--- src/rtl/dm_arbiter_pkg.sv ---
// Shared types and constants for the data-memory arbiter.
package dm_arb_pkg;

  localparam int DW    = 32;
  localparam int AW    = 7;
  localparam int DEPTH = 64;

  localparam logic PORT_CPU = 1'b0;
  localparam logic PORT_DBG = 1'b1;

  typedef enum logic [1:0] {
    IDLE,
    ACCESS,
    RESP
  } state_e;

  function automatic logic [1:0] portMask(input logic port);
    return port ? 2'b10 : 2'b01;
  endfunction

endpackage

--- src/rtl/dm_arbiter_if.sv ---
// Request/response bus between the two requesters and the arbiter.
// rsp_err only exists when DM_ARB_RANGE_CHECK_EN is defined.
interface dm_arbiter_if #(
  parameter int DW = 32,
  parameter int AW = 7
) ();

  logic [1:0]    req_valid;
  logic [1:0]    req_ready;
  logic [1:0]    req_we;
  logic [AW-1:0] req_addr0;
  logic [AW-1:0] req_addr1;
  logic [DW-1:0] req_wdata0;
  logic [DW-1:0] req_wdata1;
  logic [1:0]    rsp_valid;
  logic [DW-1:0] rsp_rdata;
`ifdef DM_ARB_RANGE_CHECK_EN
  logic [1:0]    rsp_err;
`endif

  modport master (
    output req_valid, req_we, req_addr0, req_addr1, req_wdata0, req_wdata1,
`ifdef DM_ARB_RANGE_CHECK_EN
    input  rsp_err,
`endif
    input  req_ready, rsp_valid, rsp_rdata
  );

  modport slave (
    input  req_valid, req_we, req_addr0, req_addr1, req_wdata0, req_wdata1,
`ifdef DM_ARB_RANGE_CHECK_EN
    output rsp_err,
`endif
    output req_ready, rsp_valid, rsp_rdata
  );

endinterface

--- src/rtl/dm_arbiter_rr_arb2.sv ---
// Two-way round-robin pick; last grant only advances on an accepted request.
module rr_arb2
  import dm_arb_pkg::*;
(
  input  logic       clk,
  input  logic       rst_n,
  input  logic [1:0] req_valid_i,
  input  logic       accept_i,
  output logic       winner_o,
  output logic       any_o
);

  logic lastGrant_q;

  // On a tie the port that did not win last time goes first.
  always_comb begin
    any_o = |req_valid_i;
    if (&req_valid_i) begin
      winner_o = ~lastGrant_q;
    end else begin
      winner_o = req_valid_i[1];
    end
  end

  // Resetting to the debug port makes the CPU port win the first tie.
  always_ff @(posedge clk or negedge rst_n) begin
    if (!rst_n) begin
      lastGrant_q <= PORT_DBG;
    end else if (accept_i) begin
      lastGrant_q <= winner_o;
    end
  end

endmodule

--- src/rtl/dm_arbiter.sv ---
// Round-robin arbiter/sequencer sharing one data memory between two ports.
// Define DM_ARB_RANGE_CHECK_EN to suppress out-of-range accesses and flag rsp_err.
module dm_arbiter
  import dm_arb_pkg::*;
#(
  parameter int DW = dm_arb_pkg::DW,
  parameter int AW = dm_arb_pkg::AW
) (
  input  logic          clk,
  input  logic          rst_n,
  dm_arbiter_if.slave   bus,
  output logic          mem_write,
  output logic          mem_read,
  output logic [AW-1:0] mem_addr,
  output logic [DW-1:0] mem_wdata,
  input  logic [DW-1:0] mem_rdata
);

  state_e        state_q, state_d;
  logic          grant_q, grant_d;
  logic          cmdWe_q, cmdWe_d;
  logic [AW-1:0] cmdAddr_q, cmdAddr_d;
  logic [DW-1:0] cmdWdata_q, cmdWdata_d;
  logic [DW-1:0] rdata_q, rdata_d;

  logic          winner;
  logic          anyValid;
  logic          accept;
  logic          inRange;
  logic [1:0]    ready;
  logic [1:0]    rspValid;
  logic          memWrite;
  logic          memRead;

  rr_arb2 uArb (
    .clk         (clk),
    .rst_n       (rst_n),
    .req_valid_i (bus.req_valid),
    .accept_i    (accept),
    .winner_o    (winner),
    .any_o       (anyValid)
  );

`ifdef DM_ARB_RANGE_CHECK_EN
  localparam logic [AW:0] DepthLim = (AW+1)'(DEPTH);
  logic [1:0] rspErr;
  assign inRange     = ({1'b0, cmdAddr_q} < DepthLim);
  assign bus.rsp_err = rspErr;
`else
  assign inRange = 1'b1;
`endif

  // Ready is gated by rst_n so nothing is offered while reset is held.
  always_comb begin
    state_d    = state_q;
    grant_d    = grant_q;
    cmdWe_d    = cmdWe_q;
    cmdAddr_d  = cmdAddr_q;
    cmdWdata_d = cmdWdata_q;
    rdata_d    = rdata_q;
    accept     = 1'b0;
    ready      = 2'b00;
    rspValid   = 2'b00;
    memWrite   = 1'b0;
    memRead    = 1'b0;
`ifdef DM_ARB_RANGE_CHECK_EN
    rspErr     = 2'b00;
`endif
    unique case (state_q)
      IDLE: begin
        if (anyValid && rst_n) begin
          accept     = 1'b1;
          ready      = portMask(winner);
          grant_d    = winner;
          cmdWe_d    = bus.req_we[winner];
          cmdAddr_d  = winner ? bus.req_addr1 : bus.req_addr0;
          cmdWdata_d = winner ? bus.req_wdata1 : bus.req_wdata0;
          state_d    = ACCESS;
        end
      end
      ACCESS: begin
        memWrite = cmdWe_q && inRange;
        memRead  = !cmdWe_q && inRange;
        if (memRead) begin
          rdata_d = mem_rdata;
        end
        state_d = RESP;
      end
      RESP: begin
        rspValid = portMask(grant_q);
`ifdef DM_ARB_RANGE_CHECK_EN
        if (!inRange) begin
          rspErr = portMask(grant_q);
        end
`endif
        state_d = IDLE;
      end
      default: state_d = IDLE;
    endcase
  end

  // Command registers hold the accepted request for the whole ACCESS/RESP window.
  always_ff @(posedge clk or negedge rst_n) begin
    if (!rst_n) begin
      state_q    <= IDLE;
      grant_q    <= PORT_CPU;
      cmdWe_q    <= 1'b0;
      cmdAddr_q  <= '0;
      cmdWdata_q <= '0;
      rdata_q    <= '0;
    end else begin
      state_q    <= state_d;
      grant_q    <= grant_d;
      cmdWe_q    <= cmdWe_d;
      cmdAddr_q  <= cmdAddr_d;
      cmdWdata_q <= cmdWdata_d;
      rdata_q    <= rdata_d;
    end
  end

  assign bus.req_ready = ready;
  assign bus.rsp_valid = rspValid;
  assign bus.rsp_rdata = rdata_q;
  assign mem_write     = memWrite;
  assign mem_read      = memRead;
  assign mem_addr      = cmdAddr_q;
  assign mem_wdata     = cmdWdata_q;

endmodule

--- src/flat_wrapper.sv ---
// flat-port wrapper written by rule: the top's interface ports become plain ports
module dm_arbiter_flat import dm_arb_pkg::*;
#(
  parameter int DW = dm_arb_pkg::DW,
  parameter int AW = dm_arb_pkg::AW
)
  (clk, rst_n, mem_write, mem_read, mem_addr, mem_wdata, mem_rdata, bus_req_valid, bus_req_we, bus_req_addr0, bus_req_addr1, bus_req_wdata0, bus_req_wdata1, bus_req_ready, bus_rsp_valid, bus_rsp_rdata);
  dm_arbiter_if #(.DW(DW), .AW(AW)) bus_i ();
  input  logic clk;
  input  logic rst_n;
  output logic mem_write;
  output logic mem_read;
  output logic [AW-1:0] mem_addr;
  output logic [DW-1:0] mem_wdata;
  input  logic [DW-1:0] mem_rdata;
  input wire logic [$bits(bus_i.req_valid)-1:0] bus_req_valid;
  input wire logic [$bits(bus_i.req_we)-1:0] bus_req_we;
  input wire logic [$bits(bus_i.req_addr0)-1:0] bus_req_addr0;
  input wire logic [$bits(bus_i.req_addr1)-1:0] bus_req_addr1;
  input wire logic [$bits(bus_i.req_wdata0)-1:0] bus_req_wdata0;
  input wire logic [$bits(bus_i.req_wdata1)-1:0] bus_req_wdata1;
  output wire logic [$bits(bus_i.req_ready)-1:0] bus_req_ready;
  output wire logic [$bits(bus_i.rsp_valid)-1:0] bus_rsp_valid;
  output wire logic [$bits(bus_i.rsp_rdata)-1:0] bus_rsp_rdata;
  assign bus_i.req_valid = bus_req_valid;
  assign bus_i.req_we = bus_req_we;
  assign bus_i.req_addr0 = bus_req_addr0;
  assign bus_i.req_addr1 = bus_req_addr1;
  assign bus_i.req_wdata0 = bus_req_wdata0;
  assign bus_i.req_wdata1 = bus_req_wdata1;
  assign bus_req_ready = bus_i.req_ready;
  assign bus_rsp_valid = bus_i.rsp_valid;
  assign bus_rsp_rdata = bus_i.rsp_rdata;
  dm_arbiter #(.DW(DW), .AW(AW)) u_core (.clk(clk), .rst_n(rst_n), .bus(bus_i), .mem_write(mem_write), .mem_read(mem_read), .mem_addr(mem_addr), .mem_wdata(mem_wdata), .mem_rdata(mem_rdata));
endmodule
--- config.mk ---
export PLATFORM = sky130hd
export DESIGN_NAME = dm_arbiter_flat
export DESIGN_NICKNAME = d
export VERILOG_FILES = /design/src/rtl/dm_arbiter_pkg.sv /design/src/rtl/dm_arbiter_if.sv /design/src/rtl/dm_arbiter_rr_arb2.sv /design/src/rtl/dm_arbiter.sv /design/src/flat_wrapper.sv
export SDC_FILE = /design/constraint.sdc
export NUM_CORES = 1
export LEC_CHECK = 0
export ABC_AREA = 0
export CORE_MARGIN = 2
export CORE_UTILIZATION = 42
export DETAILED_ROUTE_END_ITERATION = 6
export PLACE_DENSITY = 0.85
export REMOVE_ABC_BUFFERS = 1
export SYNTH_ARGS = -nofsm -noshare
export SYNTH_HDL_FRONTEND = slang
export SYNTH_SLANG_ARGS = --single-unit
--- constraint.sdc ---
create_clock -name clk -period 2.9 [get_ports clk]
set_input_delay 0.29 -clock clk [delete_from_list [all_inputs] [get_ports clk]]
set_output_delay 0.29 -clock clk [all_outputs]
set_load 0.01 [all_outputs]
* Word-level counts from Yosys, hierarchy flattened
Index checks and enable logic that the tools add are counted.
** Storage, ports and cells
- Bits in registers :: 76
- Logic and storage cells :: 36
** Cells by class
- Order comparisons :: 1
- Eq/ne operators :: 3
- Mux-type cells :: 16
- Bitwise logic cells :: 2
- Reductions and logical operators :: 7
** Operators by type and width (number)
- 32-bit two-way mux :: 1
- 2-bit two-way mux :: 6
- 1-bit two-way mux :: 7
- 7-bit two-way mux :: 1
- 2-bit AND reduction :: 3
- 2-bit one-hot mux with 2 select lines :: 1
- 2-bit by 1-bit == test with 1-bit output, second input constant :: 1
- 2-bit == test, second input constant :: 1
- 2-bit logical NOT :: 1
- 1-bit by 2-bit < comparator with 1-bit output, second input constant :: 1
- 2-bit by 1-bit inequality test with 1-bit output, second input constant :: 1
- 1-bit inverter :: 2
- 2-bit OR reduction :: 1
- 1-bit logical AND :: 1
- 1-bit logical NOT :: 1

* Depth between registers and ports, before layout
Gate-level depths: netlist (run 1).
- Word-level depth :: 5
- Mapped depth :: 6

* Hierarchy
A second synthesis (run 1) with hierarchy kept.
** Unflattened totals
- Cell total of the unflattened synthesis :: 214
- Area, all modules :: 3589.7 um^2
** Modules (own cells, without submodules)
- dm_arbiter :: times used 1, cells an instance 210, area an instance 3530.9 um^2, sequential area each 1876.8 um^2
- rr_arb2 :: times used 1, cells an instance 4, area an instance 58.8 um^2, sequential area each 26.3 um^2

* Worst setup path after synthesis (run 1)
No wires, ideal clock.
- Path type :: reg-to-reg
- Start point :: register u_core.uArb.lastGrant_q
- End point :: register u_core.cmdWdata_q[22], in the netlist u_core.mem_wdata[22]
- Arrival time :: 1.324 ns
- Setup slack :: 1.450 ns
- Stages on the path, launching flop included :: 6
- Path through :: dfstp_2 > nand2_1 > and3_1 > buf_4 > buf_6 > a221o_1
** On the way
- Word-level cells in the longest chain between the ends :: 3
** Ends and longest elaborated chain
- start: declaration :: line dm_arbiter_rr_arb2.sv:13 : logic lastGrant_q;
- start signal: assignment :: line dm_arbiter_rr_arb2.sv:30 : lastGrant_q <= winner_o;
- 1-bit inverter :: line dm_arbiter_rr_arb2.sv:19 : winner_o = ~lastGrant_q;
- 1-bit two-way mux :: line dm_arbiter_rr_arb2.sv:18 : if (&req_valid_i) begin
- 32-bit two-way mux :: line dm_arbiter.sv:77 : cmdWdata_d = winner ? bus.req_wdata1 : bus.req_wdata0;
- end signal: assignment :: line dm_arbiter.sv:116 : cmdWdata_q <= cmdWdata_d;
- end: declaration :: line dm_arbiter.sv:23 : logic [DW-1:0] cmdWdata_q, cmdWdata_d;
No other way between the ends.
A chain may end at the register's enable or synchronous reset.

* Worst setup path after layout (run 1)
- Start point :: input port rst_n
- End point :: output port bus_req_ready[1]
** On the way
- Word-level cells in the longest chain between the ends :: 3
** Ends and longest elaborated chain
- start: declaration :: line flat_wrapper.sv:10 : input logic rst_n;
- 1-bit logical AND :: line dm_arbiter.sv:71 : if (anyValid && rst_n) begin
- 2-bit two-way mux :: line dm_arbiter.sv:71
- 2-bit two-way mux :: line dm_arbiter.sv:69 : unique case (state_q)
- end: declaration :: line flat_wrapper.sv:22 : output wire logic [$bits(bus_i.req_ready)-1:0] bus_req_ready;
No other way between the ends.

==> flow_summary_export.csv, run 1 <==
group,metric,value,unit
detailed_routing,post_drt_wl_per_cell,18.1,um
worst_setup_path,start_kind,"input port",
grt,grt_pass1_wl,15.0,mm
synth,synth_cells,272,
grt,antenna_found_initial,0,
clock_network,cts_buffers,9,
worst_setup_path,r2r-start,"u_core.state_q[1]$_DFFE_PN0P_",
floorplanning,io_pins,193,
final_layout,antenna_cells,0,
final_layout,stdcell_count,565,
final_layout,final_layout_size_suffix_gt1_share,16.5,%
timing,setup_tns,0,ns
timing,worst_slew_pin_slew,0.794,ns
synth,synth_top_family_by_area,"simple AND/OR/NAND/NOR gates",
pwr,p_total,4.14,mW
detailed_routing,drt_iter0_drc,134,
worst_setup_path,cp_cell_sequence,"dlygate4sd3_1 > buf_4 > nor3b_2 > and3_1 > clkdlybuf4s50_1",
pwr,power_density,732,nW/um^2
floorplanning,die_area,9330,sq um
synth,syn-cell-area,3600,sq um
detailed_routing,first_pass_iters,4,
run,max_cap_violations,0,
floorplanning,start_util,43.6,%
outcome,outcome,"complete, no violations",
timing,whs,0.331,ns
synth,yosys_register_bits,76,
worst_setup_path,endpoint_kind,"output port",
grt,grt_usage,21.4,%
synth,yosysWarningCount,0,
timing,fmax,400,MHz
clock_network,insertion_delay,0.33,ns
final_layout,nFillCells,606,
place,place_area,5460,sq um
synth,synth-simple-area-share,17.6,%
worst_setup_path,worstPathRequired,2.61,ns
worst_setup_path,max_stage_delay,0.56,ns
clock_network,cts_root_buffer,"clkbuf_8",
timing,finalClockSkew,0.00966,ns
synth,synthAdderAreaFrac,0,%
place,hpwl,7.44,mm
timing,rsz0062_at_grt,"no",
worst_setup_path,crit_arrival,2.21,ns
final_layout,stdcell_area,5660,sq um
final_layout,layout_common_cells,"190 x clkdlybuf4s50_1, 75 x dfrtp_1, 41 x nand2_1",
detailed_routing,viasPerCell,5.20,
grt,grt_pass1_vias,2939,
detailed_routing,ant_nets,0,
timing,max_slew_margin,47.1,%
clock_network,cts.repair.resized,0,
final_layout,nets,571,
worst_setup_path,reg2reg_depth,4,
worst_setup_path,crit_type,"in -> out",
floorplanning,fp.dieW,96.6,um
timing,finalHoldViolCount,0,
timing,drv_slew,0,
timing,final.period_utilization,86.3,%
floorplanning,fp.dieH,96.6,um
floorplanning,core_area,8260,sq um
floorplanning,num_rows,33,
synth,synth_compound_gate_area_share,11.8,%
grt,grt_max_degree,65,
worst_setup_path,ff2ff_setup_slack,1.10,ns
worst_setup_path,crit_fanout,15,
final_layout,final_common_cell,"clkdlybuf4s50_1",
pwr,ir_drop,0.300,mV
detailed_routing,drt-total-wl,10.2,mm
worst_setup_path,slowest_stage,"clkdlybuf4s50_1",
final_layout,area_delta_synth_final,57.1,%
clock_network,cts_max_path_buffers,2,
detailed_routing,drt_drc_violations_left,0,
synth,synthDistinctLibCells,25,
clock_network,htreeDepth,3,
worst_setup_path,reg2reg_to,"u_core.mem_wdata[22]$_DFFE_PN0P_",
grt,overflow,0,
synth,synth_xor_area_share,0,%
detailed_routing,dr_total_vias,2940,
place,dp.cells,548,
clock_network,path_clk_slew,0.08,ns
timing,min_period,2.50,ns
worst_hold_path,hold_class,"in -> async",
synth,synth_mux_area_share,10.0,%
pwr,p_leak,2.30,nW
place,gp_congestion,0.785,
clock_network,cts.sinks,76,
synth,yosysSeqAreaShare,52.8,%
timing,finalSetupViolCount,0,
synth,avgSynthCellArea,13.2,sq um
clock_network,cts_tree,"built",
place,io_buffers,192,
==> area by class of cell <==
type	instances	area, sq um	share of cell area [%]
Clock buffer	10	128	2.26
Clock inverter	6	62.6	1.11
Inverter	2	7.51	0.133
Multi-Input combinational cell	166	1440	25.4
Sequential cell	76	1900	33.6
Tap cell	105	131	2.32
Timing Repair Buffer	200	1990	35.2
==> worst max-delay path by stage <==
stage,from,to,cells past startpoint
final,rst_n,bus_req_ready[1],5
after global routing,rst_n,bus_req_ready[1],5
after CTS,rst_n,bus_req_ready[1],5
after detailed placement,bus_req_valid[1],u_core.mem_wdata[22]$_DFFE_PN0P_,5
after global placement,bus_req_valid[1],u_core.mem_wdata[5]$_DFFE_PN0P_,5
after floorplan,u_core.uArb.lastGrant_q$_DFFE_PN1P_,bus_req_ready[0],3
==> synthesized netlist by cell type <==
master | count | area share (%)
buf_12 | 4 | 2.2
nor2b_1 | 2 | 0.35
o21ai_2 | 1 | 0.24
nand2_1 | 41 | 4.3
inv_1 | 1 | 0.10
mux2_2 | 3 | 0.94
mux2_1 | 29 | 9.1
and3b_2 | 1 | 0.28
dfstp_2 | 1 | 0.73
buf_4 | 2 | 0.42
a221o_1 | 40 | 11
clkbuf_1 | 7 | 0.73
nor3b_1 | 1 | 0.21
nor3b_2 | 1 | 0.35
nor2b_2 | 1 | 0.24
dfrtp_1 | 75 | 52
and2_1 | 1 | 0.17
nand3b_1 | 1 | 0.21
o21a_1 | 2 | 0.42
or3b_1 | 1 | 0.24
buf_2 | 3 | 0.42
buf_6 | 12 | 3.8
nor3_2 | 40 | 11
and3_1 | 1 | 0.17
inv_2 | 1 | 0.10
==> timing repair <==
action                                 CTS  global route
buffers inserted                         0             0
endpoints found under the hold margin   12             0
hold buffers                             1             0
==> metrics by stage <==
stage / utilization [%] / setup WS, ns
after CTS: 68.5 / 0.381
after detailed placement: 66.1 / 0.797
after global placement: 66.1 / 0.860
after global routing: 68.5 / 0.313
after floorplan: - / -0.617
final: 68.5 / 0.398
==> where the power goes <==
group	total (mW)	internal [mW]	switching [mW]
Combinational	1.71	1.06	0.649
Sequential	1.65	1.44	0.210
Clock	0.783	0.398	0.385
Total	4.14	2.90	1.24
==> cells by family after synthesis <==
logic type             Yosys count
AO/OA/AOI/OAI                   43
buffers and inverters           30
flip-flops                      76
multiplexers                    32
AND/OR/NAND/NOR                 91
==> sequential cells by signal, indices dropped and copies added (netlist names) <==
register,cells
u_core.cmdWe_q,1
u_core.grant_q,1
u_core.mem_wdata,32
u_core.state_q,2
u_core.uArb.lastGrant_q,1
u_core.mem_addr,7
u_core.bus.rsp_rdata,32
==> layer usage <==
metal	routed length, um	global-route usage (%)	vias up
li1	-	-	1362
met1	4160	26.0	1424
met2	4920	36.6	142
met3	991	6.13	12
met4	147	6.81	0
met5	0	0	-
==> worst max-delay path: cells and delay by family <==
kind                   cells  cell delay (ns)
AND/OR/NAND/NOR            2             0.62
buffers and inverters      3             1.30
Power figures use the tool's default switching activity.
==> run 2: changes to the inputs <==
Settings changed: ABC_CLOCK_PERIOD_IN_PS set to 2900.
==> results of run 2 <==
Same layout as run 1: the final DEF is identical, and so are final timing and power.
==> run 3: changes to the inputs <==
Settings changed: SYNTH_HIERARCHICAL set to 1.
==> run 3 against run 2 <==
Die area down 0.30%. Sequential share of layout area decreased by 0.56 points. Clock skew hardly changed. Final cell count down 8.0%. Power rose by 6.5%. Via count shrank 16%. Synthesized cell count fell by 21%. Worst hold slack got worse by 0.12 ns. Register-to-register slack hardly changed. Largest cell class unchanged.
==> flow_summary_export.csv, run 3 <==
group,metric,value,unit
timing,finalHoldViolCount,0,
synth,avgSynthCellArea,16.8,sq um
detailed_routing,post_drt_wl_per_cell,16.8,um
worst_setup_path,r2r-start,"u_core/uArb/lastGrant_q$_DFFE_PN1P_",
synth,synthArstFlopShare,100,%
worst_setup_path,reg2reg_depth,4,
worst_setup_path,crit_fanout,3,
synth,yosysSeqAreaShare,53.0,%
grt,grt_pass1_vias,2667,
timing,fmax,428,MHz
timing,max_slew_margin,36.8,%
grt,grt_max_degree,78,
place,gp_congestion,0.686,
final_layout,layout_common_cells,"191 x clkdlybuf4s50_1, 75 x mux2_2, 75 x dfrtp_1",
pwr,p_leak,2.40,nW
worst_setup_path,ff2ff_setup_slack,1.11,ns
final_layout,nFillCells,605,
final_layout,antenna_cells,0,
pwr,ir_drop,0.443,mV
clock_network,cts_buffers,9,
synth,synth_cells,214,
detailed_routing,drt_iter0_drc,66,
clock_network,post_cts_buffers,0,
run,max_cap_violations,0,
timing,worst_slew_pin_slew,0.947,ns
grt,antenna_found_initial,0,
final_layout,final_common_cell,"clkdlybuf4s50_1",
place,hpwl,6.44,mm
clock_network,cts_hold_buf,0,
worst_hold_path,hold_class,"in -> async",
worst_setup_path,crit_arrival,2.05,ns
floorplanning,fp.dieH,96.5,um
floorplanning,start_util,43.5,%
synth,synth-edff-count,0,
grt,overflow,0,
synth,yosysTopAreaCellShare,52.3,%
clock_network,cts_root_buffer,"clkbuf_8",
timing,finalSetupViolCount,0,
place,io_buffers,192,
timing,setup_tns,0,ns
place,place_area,5570,sq um
clock_network,cts.sinks,76,
clock_network,htreeDepth,3,
worst_setup_path,worstPathRequired,2.61,ns
worst_setup_path,start_kind,"input port",
clock_network,path_clk_slew,0.07,ns
timing,min_period,2.34,ns
worst_setup_path,endpoint_kind,"output port",
detailed_routing,first_pass_iters,4,
floorplanning,num_rows,33,
clock_network,insertion_delay,0.33,ns
synth,yosys_register_bits,76,
clock_network,cts_tree,"built",
clock_network,cts.repair.resized,0,
detailed_routing,viasPerCell,4.74,
synth,yosysWarningCount,6,
detailed_routing,drt-total-wl,8.73,mm
synth,synth_area_leaders,"dfrtp_1 52%, mux2_2 24%, mux2_4 16%",
timing,final.period_utilization,80.6,%
synth,synthTopCellsByCount,"75 x dfrtp_1, 75 x mux2_2, 38 x mux2_4",
final_layout,area_delta_synth_final,60.3,%
timing,finalClockSkew,0.0101,ns
timing,drv_slew,0,
grt,grt_usage,18.6,%
floorplanning,io_pins,193,
detailed_routing,drt_drc_violations_left,0,
final_layout,nets,527,
clock_network,cts_max_path_buffers,2,
synth,synthDistinctLibCells,18,
detailed_routing,dr_total_vias,2466,
synth,syn-cell-area,3590,sq um
pwr,power_density,767,nW/um^2
outcome,outcome,"complete, no violations",
floorplanning,die_area,9300,sq um
final_layout,final_layout_size_suffix_gt1_share,34.2,%
synth,yosysTopAreaCell,"dfrtp_1",
worst_setup_path,reg2reg_to,"u_core/mem_wdata[9]$_DFFE_PN0P_",
floorplanning,core_area,8260,sq um
detailed_routing,ant_nets,0,
grt,grt_pass1_wl,13.1,mm
worst_setup_path,crit_type,"in -> out",
final_layout,stdcell_area,5750,sq um
floorplanning,fp.dieW,96.5,um
synth,synth_flop_cell,"dfrtp_1",
timing,rsz0062_at_grt,"no",
[run 3: where the power goes]
part / total [mW] / internal (mW) / leakage (nW) / switching [mW]
Clock: 0.759 / 0.390 / 0.0959 / 0.368
Sequential: 1.70 / 1.47 / 0.896 / 0.228
Combinational: 1.95 / 1.31 / 1.41 / 0.644
[run 3: cells by family after synthesis]
logic type	count (synthesis)	synth area share (%)
compound gates	1	0.314
buf+inv	13	4.18
flops	76	53.0
mux	114	39.7
simple gates	10	2.75
[run 3: metrics by stage]
step / total power, mW / worst slack [ns] / hold slack, ns / util (%) / instances
after floorplan: 2.54 / -2.10 / -0.00559 / - / 201
after global placement: 3.63 / 0.594 / 0.477 / 67.5 / 505
after detailed placement: 3.69 / 0.542 / 0.492 / 67.5 / 505
after CTS: 4.47 / 0.542 / 0.232 / 69.7 / 520
after global routing: 4.66 / 0.419 / 0.303 / 69.7 / 520
final: 4.41 / 0.564 / 0.208 / 69.7 / 520
[run 3: routing by layer]
metal	share of wire, %	track usage [%]	vias up	routed length, um
met3	8.9	4.89	12	778
met2	52	33.7	103	4540
met5	0	0	-	0
met4	1.5	6.46	0	129
met1	38	21.0	1195	3280
li1	-	-	1156	-
[run 3: how the worst max path moves through the flow]
stage,end,depth (start not counted),start
after floorplan,bus_req_ready[1],2,u_core/state_q[1]$_DFFE_PN0P_
after global placement,bus_req_ready[0],5,bus_req_valid[0]
after detailed placement,bus_req_ready[0],5,bus_req_valid[0]
after CTS,bus_req_ready[0],5,bus_req_valid[0]
after global routing,bus_req_ready[0],5,bus_req_valid[0]
final,bus_req_ready[0],5,bus_req_valid[0]
[run 3: area by class of cell]
type	count	area, sq um	share of cell area (%)
sequential	76	1900	33.1
tap	105	131	2.28
timing repair buffer	199	1980	34.5
multi-input combinational	125	1550	27.0
clock inverter	5	53.8	0.935
clock buffer	10	128	2.22
[run 3: critical path: stages]
cell and delay [ns]:
clkdlybuf4s50_1 0.51, or2_1 0.14, nor4bb_4 0.36, nor2b_1 0.20, clkdlybuf4s50_1 0.55
